### src/rtl/fmps_test_pkg.sv
// fmps_test_pkg: shared types and constants for the FMPS test packet generator.
// The TRAILER state exists only when FMPS_TEST_CHECKSUM_EN is defined.
package fmps_test_pkg;
`ifdef FMPS_TEST_CHECKSUM_EN
  typedef enum logic [2:0] {IDLE, FLUSH, HEADER, PAYLOAD, TRAILER} stateT;
`else
  typedef enum logic [1:0] {IDLE, FLUSH, HEADER, PAYLOAD} stateT;
`endif
  localparam logic [1:0] PAT_COUNTER = 2'd0;
  localparam logic [1:0] PAT_WALK = 2'd1;
  localparam logic [1:0] PAT_ONES = 2'd2;
  localparam logic [1:0] PAT_COUNTER_ALT = 2'd3;
  localparam int HDR_MAGIC_LSB = 16;
  localparam int HDR_VALID_BIT = 15;
  localparam int HDR_INDEX_LSB = 10;
  localparam int HDR_LEN_LSB = 0;
  localparam int FIFO_HEADROOM = 3;
  function automatic logic [31:0] makeHeader(logic [15:0] magic, logic [4:0] index, logic [9:0] len);
    logic [31:0] h;
    h = '0;
    h[HDR_MAGIC_LSB +: 16] = magic;
    h[HDR_VALID_BIT] = 1'b1;
    h[HDR_INDEX_LSB +: 5] = index;
    h[HDR_LEN_LSB +: 10] = len;
    return h;
  endfunction
endpackage

### src/rtl/fmps_test_word_gen.sv
// fmps_test_word_gen: registered payload pattern generator; word for (mode, index, k) appears one cycle later.
module fmps_test_word_gen
  import fmps_test_pkg::*;
#(
  parameter logic [15:0] DATA_MAGIC = 16'hCACA,
  parameter int IDX_W = 5
) (
  input logic auroraUserClk,
  input logic [1:0] mode,
  input logic [IDX_W-1:0] index,
  input logic [7:0] k,
  input logic [7:0] sessionCount,
  output logic [31:0] word
);
  logic [4:0] idx5;
  logic [7:0] cnt;
  assign idx5 = 5'(index);
  assign cnt = sessionCount + k;
  always_ff @(posedge auroraUserClk)
    word <= mode == PAT_WALK ? 32'd1 << k[4:0] : mode == PAT_ONES ? 32'hFFFF_FFFF : {3'b000, idx5, DATA_MAGIC, cnt};
endmodule

### src/rtl/genericFifo.sv
// genericFifo: first-word-fall-through synchronous FIFO of depth 2**AW with occupancy count.
module genericFifo #(
  parameter int WIDTH = 8,
  parameter int AW = 3
) (
  input logic clk,
  input logic rstN,
  input logic wrEn,
  input logic [WIDTH-1:0] wrData,
  input logic rdEn,
  output logic [WIDTH-1:0] rdData,
  output logic empty,
  output logic [AW:0] count
);
  logic [WIDTH-1:0] mem [2**AW];
  logic [AW-1:0] wrPtr, rdPtr;
  logic doWr, doRd;
  assign empty = count == '0;
  assign doWr = wrEn && count != (AW+1)'(2**AW);
  assign doRd = rdEn && !empty;
  assign rdData = mem[rdPtr];
  always_ff @(posedge clk) if (doWr) mem[wrPtr] <= wrData;
  always_ff @(posedge clk) begin
    if (!rstN) begin
      wrPtr <= '0;
      rdPtr <= '0;
      count <= '0;
    end else begin
      if (doWr) wrPtr <= wrPtr + AW'(1);
      if (doRd) rdPtr <= rdPtr + AW'(1);
      count <= count + (AW+1)'(doWr) - (AW+1)'(doRd);
    end
  end
endmodule

### src/rtl/fmps_test_packet_gen.sv
// fmps_test_packet_gen: multi-word dummy FMPS packet generator for Aurora TX bring-up and soak tests.
// Define FMPS_TEST_CHECKSUM_EN to append an XOR trailer word to every packet.
module fmps_test_packet_gen
  import fmps_test_pkg::*;
#(
  parameter int DATA_WIDTH = 32,
  parameter int MAX_PAYLOAD_WORDS = 8,
  parameter int MAX_FMPSS = 32,
  parameter int FIFO_AW = 3,
  parameter logic [15:0] HEADER_MAGIC = 16'hB6CF,
  parameter logic [15:0] DATA_MAGIC = 16'hCACA,
  localparam int LEN_W = $clog2(MAX_PAYLOAD_WORDS + 1),
  localparam int IDX_W = $clog2(MAX_FMPSS)
) (
  input logic auroraUserClk,
  input logic auroraUserRstN,
  input logic [LEN_W-1:0] cfgPayloadWords,
  input logic [5:0] cfgPacketCount,
  input logic [IDX_W-1:0] cfgFirstIndex,
  input logic [1:0] cfgPatternMode,
  input logic faStrobe,
  input logic channelUp,
  output logic [DATA_WIDTH-1:0] txTdata,
  output logic txTvalid,
  output logic txTlast,
  input logic txTready,
  output logic busy,
  output logic [7:0] sessionCount,
  output logic abortStrobe
);
  stateT state, stateNext;
  logic [IDX_W-1:0] idx;
  logic [9:0] k, nWords;
  logic [5:0] pktLeft;
  logic [1:0] mode;
  logic dropped, emit, emitSide, emitLast, abortNow, roomOk, sending;
  logic pendEn, pendSel, pendLast, fifoEmpty, fifoPop;
  logic [31:0] pendWord, genWord, wrWord, sideWord, headerWord;
  logic [FIFO_AW:0] fifoCount;
  logic [32:0] fifoOut;
  assign headerWord = makeHeader(HEADER_MAGIC, 5'(idx), nWords);
  assign wrWord = pendSel ? pendWord : genWord;
  assign roomOk = fifoCount <= (FIFO_AW+1)'(2**FIFO_AW - FIFO_HEADROOM);
  assign abortNow = faStrobe || (sending && !channelUp);
`ifdef FMPS_TEST_CHECKSUM_EN
  logic [31:0] acc;
  assign sending = state inside {HEADER, PAYLOAD, TRAILER};
  // The last payload word may still be in the write stage when the trailer is issued.
  assign sideWord = state == TRAILER ? acc ^ (pendEn ? wrWord : 32'd0) : headerWord;
  always_ff @(posedge auroraUserClk)
    if (!auroraUserRstN) acc <= '0;
    else if (pendEn) acc <= (pendSel && !pendLast) ? wrWord : acc ^ wrWord;
`else
  assign sending = state inside {HEADER, PAYLOAD};
  assign sideWord = headerWord;
`endif
  always_comb begin
    stateNext = state;
    emit = 1'b0;
    emitSide = 1'b0;
    emitLast = 1'b0;
    if (abortNow) stateNext = FLUSH;
    else case (state)
      FLUSH: if (fifoEmpty && (dropped || channelUp)) stateNext = (dropped || pktLeft == 6'd0) ? IDLE : HEADER;
      HEADER: if (roomOk) begin
        emit = 1'b1;
        emitSide = 1'b1;
        stateNext = PAYLOAD;
      end
      PAYLOAD: if (roomOk) begin
        emit = 1'b1;
`ifdef FMPS_TEST_CHECKSUM_EN
        if (k == nWords - 10'd1) stateNext = TRAILER;
      end
      TRAILER: if (roomOk) begin
        emit = 1'b1;
        emitSide = 1'b1;
        emitLast = 1'b1;
        stateNext = pktLeft == 6'd1 ? IDLE : HEADER;
      end
`else
        emitLast = k == nWords - 10'd1;
        if (emitLast) stateNext = pktLeft == 6'd1 ? IDLE : HEADER;
      end
`endif
      default: ;
    endcase
  end
  always_ff @(posedge auroraUserClk) begin
    if (!auroraUserRstN) begin
      state <= IDLE;
      idx <= '0;
      k <= '0;
      nWords <= 10'd1;
      pktLeft <= '0;
      mode <= '0;
      dropped <= 1'b0;
      sessionCount <= '0;
      abortStrobe <= 1'b0;
      pendEn <= 1'b0;
      pendSel <= 1'b0;
      pendLast <= 1'b0;
      pendWord <= '0;
    end else begin
      state <= stateNext;
      abortStrobe <= abortNow && state != IDLE;
      pendEn <= emit;
      pendSel <= emitSide;
      pendLast <= emitLast;
      if (emitSide) pendWord <= sideWord;
      if (faStrobe) begin
        sessionCount <= sessionCount + 8'd1;
        nWords <= cfgPayloadWords == '0 ? 10'd1 : 10'(cfgPayloadWords);
        pktLeft <= cfgPacketCount;
        idx <= cfgFirstIndex;
        mode <= cfgPatternMode;
        dropped <= 1'b0;
      end else begin
        if (abortNow) dropped <= 1'b1;
        if (emit) k <= state == HEADER ? 10'd0 : k + 10'd1;
        if (emit && emitLast) begin
          pktLeft <= pktLeft - 6'd1;
          idx <= idx == IDX_W'(MAX_FMPSS - 1) ? '0 : idx + IDX_W'(1);
        end
      end
    end
  end
  fmps_test_word_gen #(.DATA_MAGIC(DATA_MAGIC), .IDX_W(IDX_W)) wordGen (
    .auroraUserClk(auroraUserClk),
    .mode(mode),
    .index(idx),
    .k(k[7:0]),
    .sessionCount(sessionCount),
    .word(genWord)
  );
  genericFifo #(.WIDTH(33), .AW(FIFO_AW)) outFifo (
    .clk(auroraUserClk),
    .rstN(auroraUserRstN),
    .wrEn(pendEn),
    .wrData({pendLast, wrWord}),
    .rdEn(fifoPop),
    .rdData(fifoOut),
    .empty(fifoEmpty),
    .count(fifoCount)
  );
  assign txTvalid = !fifoEmpty && state != FLUSH;
  assign fifoPop = !fifoEmpty && (state == FLUSH || txTready);
  assign txTdata = txTvalid ? DATA_WIDTH'(fifoOut[31:0]) : '0;
  assign txTlast = txTvalid && fifoOut[32];
  assign busy = state != IDLE || !fifoEmpty || pendEn;
endmodule

### config.mk
export PLATFORM = sky130hd
export DESIGN_NAME = fmps_test_packet_gen
export DESIGN_NICKNAME = d
export VERILOG_FILES = /design/src/rtl/fmps_test_pkg.sv /design/src/rtl/fmps_test_word_gen.sv /design/src/rtl/genericFifo.sv /design/src/rtl/fmps_test_packet_gen.sv
export SDC_FILE = /design/constraint.sdc
export NUM_CORES = 1
export LEC_CHECK = 0
export CAP_MARGIN = 20
export CORE_ASPECT_RATIO = 0.6
export CORE_MARGIN = 1.5
export CORE_UTILIZATION = 52
export CTS_CLUSTER_DIAMETER = 40
export DETAILED_ROUTE_END_ITERATION = 12
export PLACE_DENSITY_LB_ADDON = 0.05
export REMOVE_ABC_BUFFERS = 1
export SLEW_MARGIN = 0
export SYNTH_ARGS = -nofsm -noshare
export SYNTH_HDL_FRONTEND = slang
export SYNTH_SLANG_ARGS = --single-unit
### constraint.sdc
create_clock -name auroraUserClk -period 5.3 [get_ports auroraUserClk]
set_input_delay 1.06 -clock auroraUserClk [delete_from_list [all_inputs] [get_ports auroraUserClk]]
set_output_delay 1.06 -clock auroraUserClk [all_outputs]
set_load 0.05 [all_outputs]
# After elaboration in Yosys (flattened, before gate mapping)

Memories as Yosys holds them, arrays and structs flattened. A register that Yosys moved wholly into a read port is not among the register bits.
Index checks and enable logic that the tools add are counted.

Register bits after elaboration: 100
Latch bits: 0
Memory bits (writable): 264
ROM bits: 0
Bits of input ports: 22
Output and inout bits: 44
Word-level logic and storage cells: 113
Memories kept: 1

Add/sub/neg operators: 10
Multiply operators: 0
Divide/modulo/power cells: 0
$lt $le $gt $ge: 1
Eq/ne operators: 18
Shift-type cells: 1
Multiplexer cells: 31
Bitwise logic cells: 2
Reductions and logical operators: 31

Memories:

| memory      | depth | bits a word | read ports | clocked after memory_dff | wr ports | RTL line          | RTL |
|---|---|---|---|---|---|---|---|
| outFifo.mem | 8     | 33          | 1          | 1                        | 1        | genericFifo.sv:15 | `logic [WIDTH-1:0] mem [2**AW];` |

Operators by type and width:

| kind                    | number |
|---|---|
| $mux W32                | 4 |
| $shl A1 B5 Y32 const A  | 1 |
| $mux W5                 | 3 |
| $mux W2                 | 6 |
| $mux W6                 | 2 |
| $mux W1                 | 11 |
| $add A10 B1 Y10 const B | 1 |
| $eq A10 B10 Y1          | 1 |
| $mux W10                | 1 |
| $reduce_and A5 Y1       | 2 |
| $logic_and A1 B1 Y1     | 9 |
| $ne A3 B3 Y1 const B    | 3 |
| $add A8 B1 Y8 const B   | 1 |
| $add A8 B8 Y8           | 1 |
| $logic_not A4 Y1        | 2 |
| $add A3 B1 Y3 const B   | 2 |
| $eq A2 B2 Y1 const B    | 3 |
| $eq A6 B1 Y1 const B    | 1 |
| $logic_not A6 Y1        | 1 |
| $logic_or A1 B1 Y1      | 6 |
| $mux W3                 | 2 |
| $ne A2 B2 Y1 const B    | 3 |
| $pmux W2 S3             | 1 |
| $reduce_bool A2 Y1      | 3 |
| 18 further kinds        | 24 |

# Logic depth before layout (Yosys ltp)

Depth after elaboration: 8
Depth in mapped cells: 12
Depth with buffers taken out: 12

# Hierarchy

Synthesis repeated with hierarchy kept, for this count alone.

Cell total of the unflattened synthesis: 1016
Area total of the unflattened synthesis: 15245.9 um^2

Modules (own cells, without submodules):

| module               | times used | cells an instance | area an instance (um^2) | sequential area each (um^2) |
|---|---|---|---|---|
| genericFifo          | 1          | 459               | 10651.5                 | 8187.9 |
| fmps_test_packet_gen | 1          | 376               | 3089.2                  | 1041.0 |
| fmps_test_word_gen   | 1          | 181               | 1505.2                  | 640.6 |

# Least setup slack after synthesis

Ideal clock, no wire load.

Kind: register to register
From: register outFifo.count[2]
To: memory outFifo.mem[0][0] (enable)
Library setup time: 0.464 ns
Arrival time: 3.397 ns
Required time: 4.836 ns
Path slack: 1.439 ns
Stages on the path, launching flop included: 6
Buffers on the path: 0
Period minus slack after synthesis: 3.861 ns
Cell sequence: dfxtp_1 -> inv_1 -> ha_1 -> a31oi_1 -> nand2b_1 -> nor3_1

Word-level cells in the longest chain between the ends: 4

RTL lines:

| element                       | RTL line          | RTL |
|---|---|---|
| from (decl)                   | genericFifo.sv:13 | `output logic [AW:0] count` |
| from (signal assigned)        | genericFifo.sv:31 | `count <= count + (AW+1)'(doWr) - (AW+1)'(doRd);` |
| $ne A4 B4 Y1                  | genericFifo.sv:19 | `assign doWr = wrEn && count != (AW+1)'(2**AW);` |
| $logic_and A1 B1 Y1           | genericFifo.sv:19 |  |
| via outFifo.doWr              | genericFifo.sv:17 | `logic doWr, doRd;` |
| $mux W1                       | genericFifo.sv:22 | `always_ff @(posedge clk) if (doWr) mem[wrPtr] <= wrData;` |
| $mux W1 (not written as such) | genericFifo.sv:22 |  |
| to (decl)                     | genericFifo.sv:15 |  |

The timed path passes the listed nets, and every way through them passes these cells.

==> flow_metrics.env <==
export IMPL_netlist_instances=1006
export IMPL_portBuffers=65
export IMPL_postRouteWirelength_um=32210
export IMPL_htreeDepth=2
export IMPL_n_antenna_cell=0
export IMPL_relSlewSlack=0.3101
export IMPL_ys_warn_count=0
export IMPL_clkTransAtPathRegs_ps=70
export IMPL_synthesis_area_mm2=0.01500
export IMPL_ys_ff_latch=361
export IMPL_num_io_pins=66
export IMPL_initial_core_util=0.5370
export IMPL_cp_arrival_ps=3240
export IMPL_setup_viol=0
export IMPL_area_growth_pct=15.86
export IMPL_fmaxAchievable_ghz=0.2324
export IMPL_cts_tree="built"
export IMPL_design_core_area_mm2=0.02793
export IMPL_crit_chain="buf_12, mux4_2, mux2i_1, nor2_1, clkdlybuf4s50_1"
export IMPL_synth_yosys_seq_area_share=0.6580
export IMPL_end_kind="output pin"
export IMPL_grt_overflow=0
export IMPL_slowest_stage="clkdlybuf4s50_1"
export IMPL_placed_area_mm2=0.01612
export IMPL_cpLargestDelayFamily="buffers and inverters"
export IMPL_nNetsFinal=1141
export IMPL_die_h_um=134.6
export IMPL_clock_sinks=361
export IMPL_post_cts_buffers=0
export IMPL_dp_hpwl_um=20250
export IMPL_synth_main_ff_cell="edfxtp_1"
export IMPL_hold_viol_final=0
export IMPL_ir_drop_mv=0.3094
export IMPL_hold_end="pendWord[15]"
export IMPL_hold_buffers=0
export IMPL_tightestPinTransition_ps=1024
export IMPL_maxSlewViolCount=0
export IMPL_total_power_mw=7.804
export IMPL_fin_crit_sh=0.8120
export IMPL_hold_depth=1
export IMPL_crit_fanout=31
export IMPL_antenna_found_initial=0
export IMPL_grt_pass1_vias=8242
export IMPL_final_area_mm2=0.01738
export IMPL_cts_buffers=37
export IMPL_r2r_end="pktLeft[1]"
export IMPL_drive_above_1_share=0.1664
export IMPL_viasPerCell=5.769
export IMPL_gp_congestion=0.7921
export IMPL_gr_usage_all_layers=0.2232
export IMPL_status="completed"
export IMPL_path_buf_inv=2
export IMPL_critPathMaxStageDelay_ps=740
export IMPL_setup_worst_path_start_class="flip-flop"
export IMPL_reg2reg_slack_ps=2100
export IMPL_antenna_left=0
export IMPL_drt_iter0_drc=796
export IMPL_cts_root_buffer="clkbuf_16"
export IMPL_fillerInstances=2076
export IMPL_synth_area_per_cell_um2=14.91
export IMPL_cts_resized=0
export IMPL_cts_buffer_depth=3
export IMPL_dr_pass1_iters=5
export IMPL_rr_worst_depth=8
export IMPL_die_w_um=222.3
export IMPL_min_period_ps=4304
export IMPL_drc=0
export IMPL_hp_start="pendWord[15]"
export IMPL_cp_required_ps=4240
export IMPL_mostFrequentLayoutCell="edfxtp_1"
export IMPL_final_cell_mix="edfxtp_1 (264), dfxtp_1 (94), nor2_1 (90), mux4_2 (66), clkdlybuf4s50_1 (65)"
export IMPL_crit_type="flip-flop to output pin"
export IMPL_p_per_area_mw_per_mm2=449.1
export IMPL_async_flop_share=0
export IMPL_yosysUniqueCellTypes=63
export IMPL_insertion_delay_ps=530
export IMPL_die_area_mm2=0.02991
export IMPL_p_leak_nw=5.816
export IMPL_grt_pass1_wl_um=50380
export IMPL_r2r_start="state[0]"
export IMPL_hold_class="flip-flop to flip-flop"
export IMPL_fin_skew_ps=16.49
export IMPL_cap_violations=0
export IMPL_synth_edff_count=264
export IMPL_vias=8532
export IMPL_rsz0062_at_grt="no"
export IMPL_grt_max_degree=35
export IMPL_rows=47
export IMPL_setup_tns_ps=0
export IMPL_wl_per_cell_um=21.78
==> per-layer routing <==
layer,vias up,GRT usage,share of wire,wire length (µm)
li1,3960,-,-,-
met4,0,0.05175,0.014,435
met2,263,0.3090,0.42,13470
met5,-,0,0,0
met1,4268,0.3644,0.51,16380
met3,41,0.03873,0.060,1917
==> cell usage after synthesis (9+ instances only) <==
cell type  number  area, µm²
nor3_1         16      80.08
o21ai_0        51      255.2
nand2b_1       11      68.82
clkbuf_1       33      123.9
nand3_1         9      45.04
dfxtp_1        97       1942
xor2_1         13      113.9
nand4_1        12      75.07
a22o_1          9      78.83
inv_1          48      180.2
nor2_1         96      360.4
ha_1           33      412.9
nand2_1        37      138.9
mux2_2         11      123.9
buf_1          10      37.54
xnor2_1        12      105.1
a21oi_1        23      115.1
mux2i_1        46      460.4
edfxtp_1      264       7928
mux4_2         66       1486
nor2b_1        18      112.6
==> worst max-delay path by stage <==
stage | start | end | slack (ps) | cells past startpoint
detailed placement | channelUp | pktLeft[1] | 1500 | 7
floorplan | flip-flop | txTdata[0] | 160 | 3
finish | flip-flop | txTdata[2] | 1000 | 5
global route | flip-flop | txTdata[2] | 840 | 5
CTS | flip-flop | txTdata[26] | 970 | 5
global placement | flip-flop | txTdata[2] | 1540 | 5
==> cells by family (layout without fill, tap and decap cells) <==
logic type	Yosys count	count (layout)	share of synthesized area
flip-flops	361	361	0.6580
multiplexers	123	123	0.1381
AO/OA/AOI/OAI	129	129	0.05581
AND/OR/NAND/NOR	232	232	0.07533
XOR/XNOR	26	26	0.01568
buffers and inverters	100	206	0.02694
adder cells (fa/ha/maj)	35	35	0.03020
==> flip-flops by register name (all words and copies together) (netlist names), 2 cells and up, named ones only <==
signal	flops
wordGen.word	32
idx	5
state	2
pendWord	10
outFifo.rdPtr	3
pktLeft	6
outFifo.mem	264
outFifo.count	4
mode	2
outFifo.wrPtr	3
nWords	4
sessionCount	8
k	10
==> through the flow <==
step | instances | setup WS (ps) | hold slack [ps] | util
2_1_floorplan | 955 | 160.0 | 426.9 | -
5_1_grt | 1479 | 837.9 | 492.7 | 0.6221
4_1_cts | 1475 | 966.4 | 461.9 | 0.6211
3_3_place_gp | 1408 | 1545 | 441.7 | 0.5771
6_report | 1479 | 996.2 | 457.4 | 0.6221
3_5_place_dp | 1408 | 1502 | 448.1 | 0.5771
==> worst register-to-register path, stage by stage (launching register included) <==
cell and delay [ps]:
dfxtp_1 390, inv_1 80, ha_1 390, o21ba_4 310, a2111oi_4 510, nand2_2 210
nor3_4 690, mux2_2 420, o21ai_0 140
==> power breakdown <==
part | total (mW) | switching, mW | internal [mW]
combinational | 1.97 | 1.15 | 0.819
clock | 2.60 | 1.11 | 1.49
sequential | 3.24 | 0.126 | 3.11
total | 7.80 | 2.38 | 5.42
==> cell type report <==
type | instances | area [µm²] | area share
flip-flops and latches | 361 | 9876 | 0.5683
multi-input cells | 545 | 4781 | 0.2751
clock buffers | 49 | 1065 | 0.06127
repair buffers | 90 | 850.8 | 0.04896
well taps | 367 | 459.2 | 0.02642
inverters | 49 | 183.9 | 0.01058
clock inverters | 18 | 162.7 | 0.009360
Power figures use the tool's default switching activity.
